File: config.mk
export PLATFORM = sky130hd
export DESIGN_NAME = mux_nto1_reg
export DESIGN_NICKNAME = d
export VERILOG_FILES = /design/src/rtl/mux_pkg.sv /design/src/rtl/mux_nto1_reg_rr_pick.sv /design/src/rtl/mux_nto1_reg.sv
export SDC_FILE = /design/constraint.sdc
export NUM_CORES = 1
export LEC_CHECK = 0
export ABC_AREA = 1
export BUFFER_PORTS_ARGS = -buffer_cell sky130_fd_sc_hd__buf_4
export CAP_MARGIN = 20
export CORE_ASPECT_RATIO = 0.9
export CORE_UTILIZATION = 43
export DETAILED_ROUTE_END_ITERATION = 6
export PLACE_DENSITY = 0.82
export SKIP_CTS_REPAIR_TIMING = 1
export SLEW_MARGIN = 30
export SYNTH_ARGS = -nofsm -noshare
export SYNTH_HDL_FRONTEND = slang
export SYNTH_SLANG_ARGS = --single-unit
File: constraint.sdc
create_clock -name clk_i -period 2 [get_ports clk_i]
set_input_delay 0.1 -clock clk_i [delete_from_list [all_inputs] [get_ports clk_i]]
set_output_delay 0.1 -clock clk_i [all_outputs]
set_load 0.01 [all_outputs]
File: src/rtl/mux_pkg.sv
// Shared constants and width helpers for the registered N-to-1 multiplexer.
// The optional round-robin mode is selected with the MUX_NTO1_RR_EN macro.
package mux_pkg;

  // Width of the delivered-beat counter.
  localparam int XFER_CNT_W = 16;

  // Ceiling log2 for elaboration-time width calculations.
  function automatic int clog2(input int value);
    int res;
    int v;
    res = 32'sd0;
    v   = value - 32'sd1;
    while (v > 32'sd0) begin
      res = res + 32'sd1;
      v   = v >>> 32'sd1;
    end
    return res;
  endfunction

  // Select width: at least one bit even for degenerate channel counts.
  function automatic int sel_width(input int n);
    return (clog2(n) < 32'sd1) ? 32'sd1 : clog2(n);
  endfunction

endpackage

File: src/rtl/mux_nto1_reg_rr_pick.sv
// Round-robin grant picker: first valid channel scanning upward from p with wrap.
// Only compiled when MUX_NTO1_RR_EN is defined, the only build that uses it.
`ifdef MUX_NTO1_RR_EN
module rr_pick
  import mux_pkg::*;
#(
  parameter int channels = 4,
  parameter int SEL_W    = sel_width(channels)
) (
  input  logic [channels-1:0] valid,
  input  logic [SEL_W-1:0]    p,
  output logic [SEL_W-1:0]    g,
  output logic                any_valid
);

  // Priority scan p, p+1, ..., channels-1, 0, ..., p-1; first hit wins.
  always_comb begin
    int idx;
    g         = {SEL_W{1'b0}};
    any_valid = 1'b0;
    idx       = 32'sd0;
    for (int i = 0; i < channels; i++) begin
      idx = int'(p) + i;
      if (idx >= channels) begin
        idx = idx - channels;
      end else begin
        idx = idx;
      end
      if (!any_valid && (idx < channels) && valid[idx]) begin
        any_valid = 1'b1;
        g         = SEL_W'(idx);
      end else begin
        any_valid = any_valid;
      end
    end
  end

endmodule
`endif

File: src/rtl/mux_nto1_reg.sv
// Registered N-to-1 data multiplexer with per-channel valid/ready handshake,
// a one-entry output register and a wrapping delivered-beat counter.
// Define MUX_NTO1_RR_EN to replace explicit select_i with round-robin grant.
module mux_nto1_reg
  import mux_pkg::*;
#(
  parameter int size     = 32,
  parameter int channels = 4,
  parameter int SEL_W    = sel_width(channels)
) (
  input  logic                     clk_i,
  input  logic                     rst_i,
  input  logic [channels*size-1:0] data_i,
  input  logic [channels-1:0]      valid_i,
  output logic [channels-1:0]      ready_o,
  input  logic [SEL_W-1:0]         select_i,
  output logic [size-1:0]          data_o,
  output logic                     valid_o,
  input  logic                     ready_i,
  output logic [SEL_W-1:0]         sel_o,
  output logic [XFER_CNT_W-1:0]    xfer_cnt_o
);

  logic [size-1:0]       data_r;
  logic [SEL_W-1:0]      sel_r;
  logic                  valid_r;
  logic [XFER_CNT_W-1:0] cnt_r;

  logic                  load_en_s;
  logic                  drain_s;
  logic                  accept_s;
  logic                  grant_ok_s;
  logic [SEL_W-1:0]      grant_s;
  logic [size-1:0]       data_sel_s;

  // Register may load when empty or when it is being drained this cycle.
  assign load_en_s = !valid_r || ready_i;
  assign drain_s   = valid_r && ready_i;

`ifdef MUX_NTO1_RR_EN
  logic [SEL_W-1:0] ptr_r;
  logic [SEL_W-1:0] pick_s;
  logic             any_s;
  logic             unused_select_s;

  // select_i is kept on the port list for drop-in compatibility only.
  assign unused_select_s = ^select_i;

  rr_pick #(
    .channels (channels),
    .SEL_W    (SEL_W)
  ) u_rr_pick (
    .valid     (valid_i),
    .p         (ptr_r),
    .g         (pick_s),
    .any_valid (any_s)
  );

  assign grant_s    = pick_s;
  assign grant_ok_s = any_s;

  // Pointer advances past the granted channel only when a beat is taken.
  always_ff @(posedge clk_i or negedge rst_i) begin
    if (!rst_i) begin
      ptr_r <= {SEL_W{1'b0}};
    end else if (accept_s) begin
      ptr_r <= (grant_s == SEL_W'(channels - 1)) ? {SEL_W{1'b0}} : grant_s + SEL_W'(1);
    end else begin
      ptr_r <= ptr_r;
    end
  end
`else
  assign grant_s    = select_i;
  assign grant_ok_s = (int'(select_i) < channels);
`endif

  // One-hot ready on the granted channel; never asserted during reset.
  always_comb begin
    ready_o = {channels{1'b0}};
    for (int k = 0; k < channels; k++) begin
      if (rst_i && grant_ok_s && load_en_s && (grant_s == SEL_W'(k))) begin
        ready_o[k] = 1'b1;
      end else begin
        ready_o[k] = 1'b0;
      end
    end
  end

  // Data slice of the granted channel; zero when the grant is out of range.
  always_comb begin
    data_sel_s = {size{1'b0}};
    for (int k = 0; k < channels; k++) begin
      if (grant_s == SEL_W'(k)) begin
        data_sel_s = data_i[k*size +: size];
      end else begin
        data_sel_s = data_sel_s;
      end
    end
  end

  assign accept_s = |(valid_i & ready_o);

  // Output register: load on accept, empty on bare drain, hold under stall.
  always_ff @(posedge clk_i or negedge rst_i) begin
    if (!rst_i) begin
      data_r  <= {size{1'b0}};
      sel_r   <= {SEL_W{1'b0}};
      valid_r <= 1'b0;
    end else if (accept_s) begin
      data_r  <= data_sel_s;
      sel_r   <= grant_s;
      valid_r <= 1'b1;
    end else if (drain_s) begin
      valid_r <= 1'b0;
    end else begin
      valid_r <= valid_r;
    end
  end

  // Count every beat the consumer takes; wraps naturally at full scale.
  always_ff @(posedge clk_i or negedge rst_i) begin
    if (!rst_i) begin
      cnt_r <= {XFER_CNT_W{1'b0}};
    end else if (drain_s) begin
      cnt_r <= cnt_r + XFER_CNT_W'(1);
    end else begin
      cnt_r <= cnt_r;
    end
  end

  assign data_o     = data_r;
  assign sel_o      = sel_r;
  assign valid_o    = valid_r;
  assign xfer_cnt_o = cnt_r;

endmodule
# Word level (Yosys, flattened, before mapping)
# Index checks and enable logic that the tools add are counted.
[op_classes]
n_reduce_logical = 11
bitwise_logic = 1
n_mux = 10
eq_ne = 3
addsub = 1
[ops]
columns = ["operator", "n"]
rows = [
  ["$mux W32", 4],
  ["$add A16 B1 Y16 const B", 1],
  ["$logic_and A1 B1 Y1", 6],
  ["$mux W1", 6],
  ["$and A4 B4 Y4", 1],
  ["$eq A2 B2 Y1 const B", 2],
  ["$reduce_or A4 Y1", 1],
  ["$eq A2 B1 Y1 const B", 1],
  ["$logic_not A2 Y1", 1],
  ["$reduce_bool A2 Y1", 1],
  ["$logic_not A1 Y1", 1],
  ["$logic_or A1 B1 Y1", 1],
]
[word_totals]
inputBits = 137
regBits = 51
out_inout_bits = 55

# Logic depth before layout (Yosys ltp)
# Gate-level depths: netlist of the first run.
[logic_depth]
depth_word = 8
mapped_depth = 8
depth_no_buf = 8

# Worst setup path after synthesis of the first run
# Ideal clock, no wire load.
[synth_timing]
path_kind = "flip-flop to flip-flop"
from = "register cnt_r[0], in the netlist xfer_cnt_o[0]"
to = "register cnt_r[12], in the netlist xfer_cnt_o[12]"
required_time_ns = 1.887
setup_slack_ns = 0.460
t_arrival_ns = 1.427
setup_ns = 0.113
path_stages_with_launch = 9
period_less_slack_ns = 1.540
cell_sequence = "dfrtp_1 -> ha_1 -> inv_1 -> nor3_1 -> nand2_1 -> nor2_1 -> nand2_1 -> nand2_1 -> inv_1"
[synth_via]
elab_chain_cells = 1
[synth_lines]
columns = ["element", "line", "source"]
rows = [
  ["start: declaration", "mux_nto1_reg.sv:27", "logic [XFER_CNT_W-1:0] cnt_r;"],
  ["start signal: assignment", "mux_nto1_reg.sv:123", "cnt_r <= {XFER_CNT_W{1'b0}};"],
  ["start signal: assignment", "mux_nto1_reg.sv:125", "cnt_r <= cnt_r + XFER_CNT_W'(1);"],
  ["start signal: assignment", "mux_nto1_reg.sv:127", "cnt_r <= cnt_r;"],
  ["$add A16 B1 Y16", "mux_nto1_reg.sv:125", ""],
]
# No other way between the ends.
# A chain may end at the register's enable or synchronous reset.

# Worst setup path in the final report of the first run
[layout_timing]
from = "input port rst_i"
to = "output port ready_o[1]"
[layout_via]
elab_chain_cells = 3
[layout_lines]
columns = ["element", "line", "source"]
rows = [
  ["start: declaration", "mux_nto1_reg.sv:12", "input logic rst_i,"],
  ["$logic_and A1 B1 Y1 (2 in a row)", "mux_nto1_reg.sv:81", "if (rst_i && grant_ok_s && load_en_s && (grant_s == SEL_W'(k))) begin"],
  ["$mux W1", "mux_nto1_reg.sv:81", ""],
  ["end: declaration", "mux_nto1_reg.sv:15", "output logic [channels-1:0] ready_o,"],
]
# No other way between the ends.

==> impl_metrics.csv, run 1 <==
group,metric,value,unit
setup_path,arrival,1.60,ns
route,num_vias,3545,
final_layout,n_fill_cell,564,
route,drt_first_pass_iters,5,
setup_path,cp-startpoint,"rst_i",
floorplanning,initial_core_util,0.4449,
yosys,ys_warn_count,0,
power_and_ir_drop,power-per-cell-area,719.3,mW/mm2
placed_design,post-dp-hpwl,7327,um
timing,unrepaired_setup_endpoints_after_global_routing,"false",
setup_path,setup.worst_path.end_class,"output pin",
setup_path,critical_path.reg2reg.startpoint,"valid_o$_DFFE_PN0P_",
timing,setup_total_negative_slack,0,ns
grt,maximum_number_of_pins_on_one_net_before_global_route_repair,35,
setup_path,criticalPathCategory,"in2out",
grt,first_global_vias,3430,
timing,slew-limit-headroom,0.7333,
timing,timing.hold.ws,0.09957,ns
power_and_ir_drop,totalPowerFinal,3.312,mW
timing,worstMarginPinSlew,0.3992,ns
setup_path,cp_slowest_cell,"dlygate4sd3_1",
placed_design,placed_area,0.004479,mm2
final_layout,layout_common_cells,"nand2_1, buf_4, dfrtp_1, nand4_1, o21ai_0",
setup_path,critical_path.n_buffers_inverters,5,
setup_path,cpPeakStageDelay,0.55,ns
placed_design,io_buffer_count,191,
yosys,synth.top_cell.area_share,0.4355,
final_layout,drive_above_1_share,0.3584,
timing,final_clock_skew,0.005435,ns
setup_path,critical_path.startpoint_type,"input port",
final_layout,syn2layout_area_growth,57.13,%
min_path,hold_removal_path_class,"in2reg",
setup_path,critPathMaxFanout,14,
clocking,clk-insertion-delay-late,0.30,ns
final_layout,number_of_antenna_diodes,0,
floorplanning,placementRows,28,
final_layout,stdcell_area,0.004604,mm2
clocking,clk_pin_slew_worst_paths,0.09,ns
setup_path,crit_required,1.90,ns
final_layout,mostFrequentLayoutCell,"nand2_1",
yosys,synth.cell_area,0.002930,mm2
clocking,tritoncts_clock_tree,"done",
clocking,number_of_clock_buffers_inserted_by_tritoncts,5,
route,drt-vias-per-instance,5.057,
route,final_antenna_net_count,0,
setup_path,path_cells,"dlygate4sd3_1, buf_4, inv_1, a21oi_1, inv_1, nor3_1, buf_4",
clocking,cts-root-buf,"clkbuf_8",
placed_design,routabilityCongestion,0.8353,
setup_path,rr_worst_depth,6,
setup_path,worst_path_dominant_cell_family,"buffers and inverters",
timing,setup_violations,0,
min_path,hold_path_startpoint,"select_i[0]",
grt,initial_antenna_violation_count,0,
route,routedWlPerCell,13.87,um
yosys,yosys-top-cells-area,"dfrtp_1, nand2_1, nand4_1",
yosys,syn_area_per_cell,6.944,um2
outcome,run_status,"complete, no violations",
yosys,synth_nets,560,
floorplanning,io_pins,192,
yosys,synthCells,422,
timing,layout_worst_path_cycle_share,0.8507,
floorplanning,chip_height,80.32,um
floorplanning,floorplan.die.width,89.02,um
grt,grt_pass1_wl,15330,um
yosys,yosys.cell_types.count,22,
final_layout,nets_final,748,
route,initialDrtViolationCount,124,
placed_design,post-place-ws,0.5000,ns
power_and_ir_drop,irDropWorstVdd,441.8,uV
yosys,synth.ff_latch_count,51,
timing,final.min_clock_period,1.701,ns
min_path,min_delay_path_depth,3,
floorplanning,design.core.area,0.006586,mm2
run,timing.max_cap.violations,0,
floorplanning,fp.dieArea,0.007149,mm2
yosys,synth.yosys.seq_area_share,0.4355,
timing,timing_hold_violations_final,0,
timing,setup_ws,0.2987,ns
grt,grt.overflow.total,0,
route,drt_wl_total,9724,um
clocking,clock_tree.htree_level_count,2,
grt,grt_use_total,0.2806,
setup_path,cp.depth,7,
clocking,clock_sink_count,51,
timing,max_clock_freq,587.8,MHz
timing,maxSlewViolCount,0,
clocking,clk_path_buf_depth,2,
yosys,synthDominantAreaCellType,"dfrtp_1",
route,drc_viols,0,
power_and_ir_drop,power.static_leakage,2.497,nW
[flip-flops by register name, summed over array words and instances (netlist names)]
name / count
xfer_cnt_o: 16
sel_o: 2
valid_o: 1
data_o: 32
[worst min-delay path, delay by kind of cell]
kind / cells / cell delay [ns]
compound gates: 1 / 0.07
buf+inv: 1 / 0.14
simple gates: 1 / 0.05
[report_power, final]
| part | total, mW | internal [mW] | switching [mW] |
|---|---|---|---|
| Clock | 0.727 | 0.377 | 0.350 |
| Sequential | 1.42 | 1.25 | 0.168 |
| Combinational | 1.17 | 0.622 | 0.543 |
[cell type report]
class | instances | area (um2) | area share
inverters | 17 | 63.81 | 0.01386
repair buffers | 202 | 1531 | 0.3326
clock inverters | 3 | 46.29 | 0.01005
well taps | 90 | 112.6 | 0.02446
flip-flops and latches | 51 | 1276 | 0.2772
multi-input cells | 333 | 1505 | 0.3269
clock buffers | 5 | 68.82 | 0.01495
[final timing paths]
kind | to | slack (ns)
setup / recovery | ready_o[1] | 0.30
hold / removal | sel_o[0]$_DFFE_PN0P_ | 0.1
setup reg to reg | xfer_cnt_o[11]$_DFFE_PN0P_ | 0.45
hold reg to reg | sel_o[1]$_DFFE_PN0P_ | 0.49
max in group asynchronous | data_o[18]$_DFFE_PN0P_ | 1.28
min in group asynchronous | data_o[0]$_DFFE_PN0P_ | 0.21
[per-stage QoR]
| step | utilization | std cells |
|---|---|---|
| after floorplan | - | 422 |
| after global routing | 0.6991 | 701 |
| after detailed placement | 0.6801 | 692 |
| after global placement | 0.6801 | 692 |
| final | 0.6991 | 701 |
| after CTS | 0.6976 | 700 |
[metal layers]
metal | up-vias | routed length, um | GRT usage | part of all wire
met5 | - | 0 | 0 | 0
met4 | 0 | 266 | 0.1286 | 0.027
met3 | 22 | 651 | 0.05961 | 0.067
met2 | 146 | 5046 | 0.5038 | 0.52
met1 | 1640 | 3759 | 0.3160 | 0.39
li1 | 1737 | - | - | -
[cell families (layout without fill, tap and decap cells)]
| logic type | Yosys count | after routing | synth area share |
|---|---|---|---|
| AOI/OAI and AO/OA | 35 | 35 | 0.06063 |
| adders and majority gates | 1 | 1 | 0.004269 |
| DFF | 51 | 51 | 0.4355 |
| muxes | 1 | 1 | 0.003843 |
| buffers and inverters | 38 | 227 | 0.05166 |
| xor gates and xnor gates | 13 | 13 | 0.03886 |
| and+or+nand+nor | 283 | 283 | 0.4052 |
[Yosys cell counts, drive strengths merged]
| library cell | count |
|---|---|
| nand2 | 219 |
| dfrtp | 51 |
| nand4 | 35 |
| o21ai | 33 |
| inv | 17 |
| nor2 | 15 |
| clkbuf | 14 |
| xor2 | 8 |
| buf | 7 |
| nand3 | 7 |
| nor3 | 6 |
| xnor2 | 5 |
| a21oi | 1 |
| ha | 1 |
| mux2 | 1 |
| nand3b | 1 |
| o21bai | 1 |
Power figures use the tool's default switching activity.
==> inputs of run 2 (changes only) <==
==> constraint.sdc (replaced) <==
create_clock -name clk_i -period 2 [get_ports clk_i]
set_input_delay 0.2 -clock clk_i [delete_from_list [all_inputs] [get_ports clk_i]]
set_output_delay 0.2 -clock clk_i [all_outputs]
set_load 0.01 [all_outputs]
==> impl_metrics.csv, run 2 (same netlist as run 1, synthesis figures left out) <==
group,metric,value,unit
final_layout,layout_common_cells,"nand2_1, buf_4, dfrtp_1, nand4_1, o21ai_0",
grt,maximum_number_of_pins_on_one_net_before_global_route_repair,51,
setup_path,crit_required,1.80,ns
timing,timing_hold_violations_final,0,
floorplanning,placementRows,28,
placed_design,placed_area,0.004472,mm2
timing,setup_total_negative_slack,0,ns
power_and_ir_drop,totalPowerFinal,3.176,mW
route,drt-vias-per-instance,4.997,
grt,initial_antenna_violation_count,0,
floorplanning,fp.dieArea,0.007149,mm2
timing,layout_worst_path_cycle_share,0.8830,
power_and_ir_drop,power.static_leakage,2.478,nW
power_and_ir_drop,power-per-cell-area,694.3,mW/mm2
setup_path,cpPeakStageDelay,0.55,ns
timing,final_clock_skew,0.007831,ns
final_layout,nets_final,747,
setup_path,setup.worst_path.end_class,"output pin",
placed_design,post-dp-hpwl,6919,um
placed_design,post-place-ws,0.4760,ns
final_layout,largest_register_ff_count,32,
route,drt_first_pass_iters,4,
clocking,clock_tree.htree_level_count,2,
grt,first_global_vias,3272,
setup_path,path_cells,"dlygate4sd3_1, buf_4, inv_1, a21oi_1, inv_1, nor3_1, buf_4",
final_layout,final_cell_count_no_fill,700,
setup_path,criticalPathCategory,"in2out",
clocking,tritoncts_clock_tree,"done",
setup_path,critPathMaxFanout,5,
floorplanning,initial_core_util,0.4449,
run,timing.max_cap.violations,0,
route,drc_viols,0,
clocking,cts-root-buf,"clkbuf_8",
final_layout,syn2layout_area_growth,56.11,%
placed_design,placedCellCount,691,
timing,unrepaired_setup_endpoints_after_global_routing,"false",
outcome,run_status,"complete, no violations",
clocking,clk_pin_slew_worst_paths,0.10,ns
route,routedWlPerCell,13.58,um
timing,worstMarginPinSlew,0.6295,ns
route,num_vias,3498,
power_and_ir_drop,irDropWorstVdd,379.2,uV
floorplanning,design.core.area,0.006586,mm2
timing,maxSlewViolCount,0,
min_path,hold_removal_path_class,"in2reg",
final_layout,stdcell_area,0.004574,mm2
final_layout,number_of_antenna_diodes,0,
floorplanning,io_pins,192,
timing,timing.hold.ws,0.1898,ns
timing,max_clock_freq,566.2,MHz
setup_path,critical_path.startpoint_type,"input port",
route,drt_wl_total,9507,um
clocking,clock_sink_count,51,
route,final_antenna_net_count,0,
timing,setup_violations,0,
timing,setup_ws,0.2339,ns
placed_design,routabilityCongestion,0.8229,
route,initialDrtViolationCount,136,
final_layout,mostFrequentLayoutCell,"nand2_1",
placed_design,io_buffer_count,191,
timing,final.min_clock_period,1.766,ns
floorplanning,chip_height,80.32,um
grt,grt_use_total,0.2756,
setup_path,cp_slowest_cell,"dlygate4sd3_1",
setup_path,arrival,1.57,ns
final_layout,drive_above_1_share,0.3574,
grt,grt_pass1_wl,15090,um
timing,slew-limit-headroom,0.5803,
final_layout,final_core_utilization,0.6945,
grt,grt.overflow.total,0,
clocking,clk_path_buf_depth,2,
clocking,clk-insertion-delay-late,0.30,ns
clocking,number_of_clock_buffers_inserted_by_tritoncts,5,
floorplanning,floorplan.die.width,89.02,um
final_layout,n_fill_cell,567,
## run 2: cell types whose count changed in the layout (fill, tap and decap cells not counted), sizes merged
cell,delta
bufinv,-1
buf,-1
clkinvlp,+1
## run 2: critical path, delay by kind of cell
family / cells / cell delay (ns)
buffers and inverters: 5 / 1.01
AND/OR/NAND/NOR: 1 / 0.15
AO/OA/AOI/OAI: 1 / 0.20
## run 2: worst paths after layout
kind / from / end / slack [ns] / cells past startpoint
worst min register to register: sel_o[1]$_DFFE_PN0P_ / sel_o[1]$_DFFE_PN0P_ / 0.49 / 2
worst min-delay path: select_i[0] / sel_o[0]$_DFFE_PN0P_ / 0.19 / 3
max in group asynchronous: rst_i / data_o[6]$_DFFE_PN0P_ / 0.95 / 3
worst max register to register: valid_o$_DFFE_PN0P_ / xfer_cnt_o[11]$_DFFE_PN0P_ / 0.43 / 6
min in group asynchronous: rst_i / valid_o$_DFFE_PN0P_ / 0.25 / 2
worst max-delay path: rst_i / ready_o[1] / 0.23 / 7
## run 2: report_power, final
group | internal, mW | switching, mW
logic | 0.620 | 0.530
clock network | 0.251 | 0.357
registers | 1.25 | 0.166
## run 2: layer usage
| layer | share of wire | routed length [um] | track usage |
|---|---|---|---|
| met3 | 0.069 | 656 | 0.06475 |
| met4 | 0.022 | 210 | 0.09365 |
| met1 | 0.41 | 3860 | 0.3277 |
| met2 | 0.50 | 4780 | 0.4854 |
| met5 | 0 | 0 | 0 |
## run 2: cell type report
cell class | count | area, um2 | area share
clock buffers | 5 | 68.82 | 0.01504
clock inverters | 3 | 23.77 | 0.005197
inverters | 17 | 63.81 | 0.01395
multi-input cells | 333 | 1505 | 0.3290
flip-flops and latches | 51 | 1276 | 0.2790
well taps | 90 | 112.6 | 0.02462
repair buffers | 201 | 1524 | 0.3332
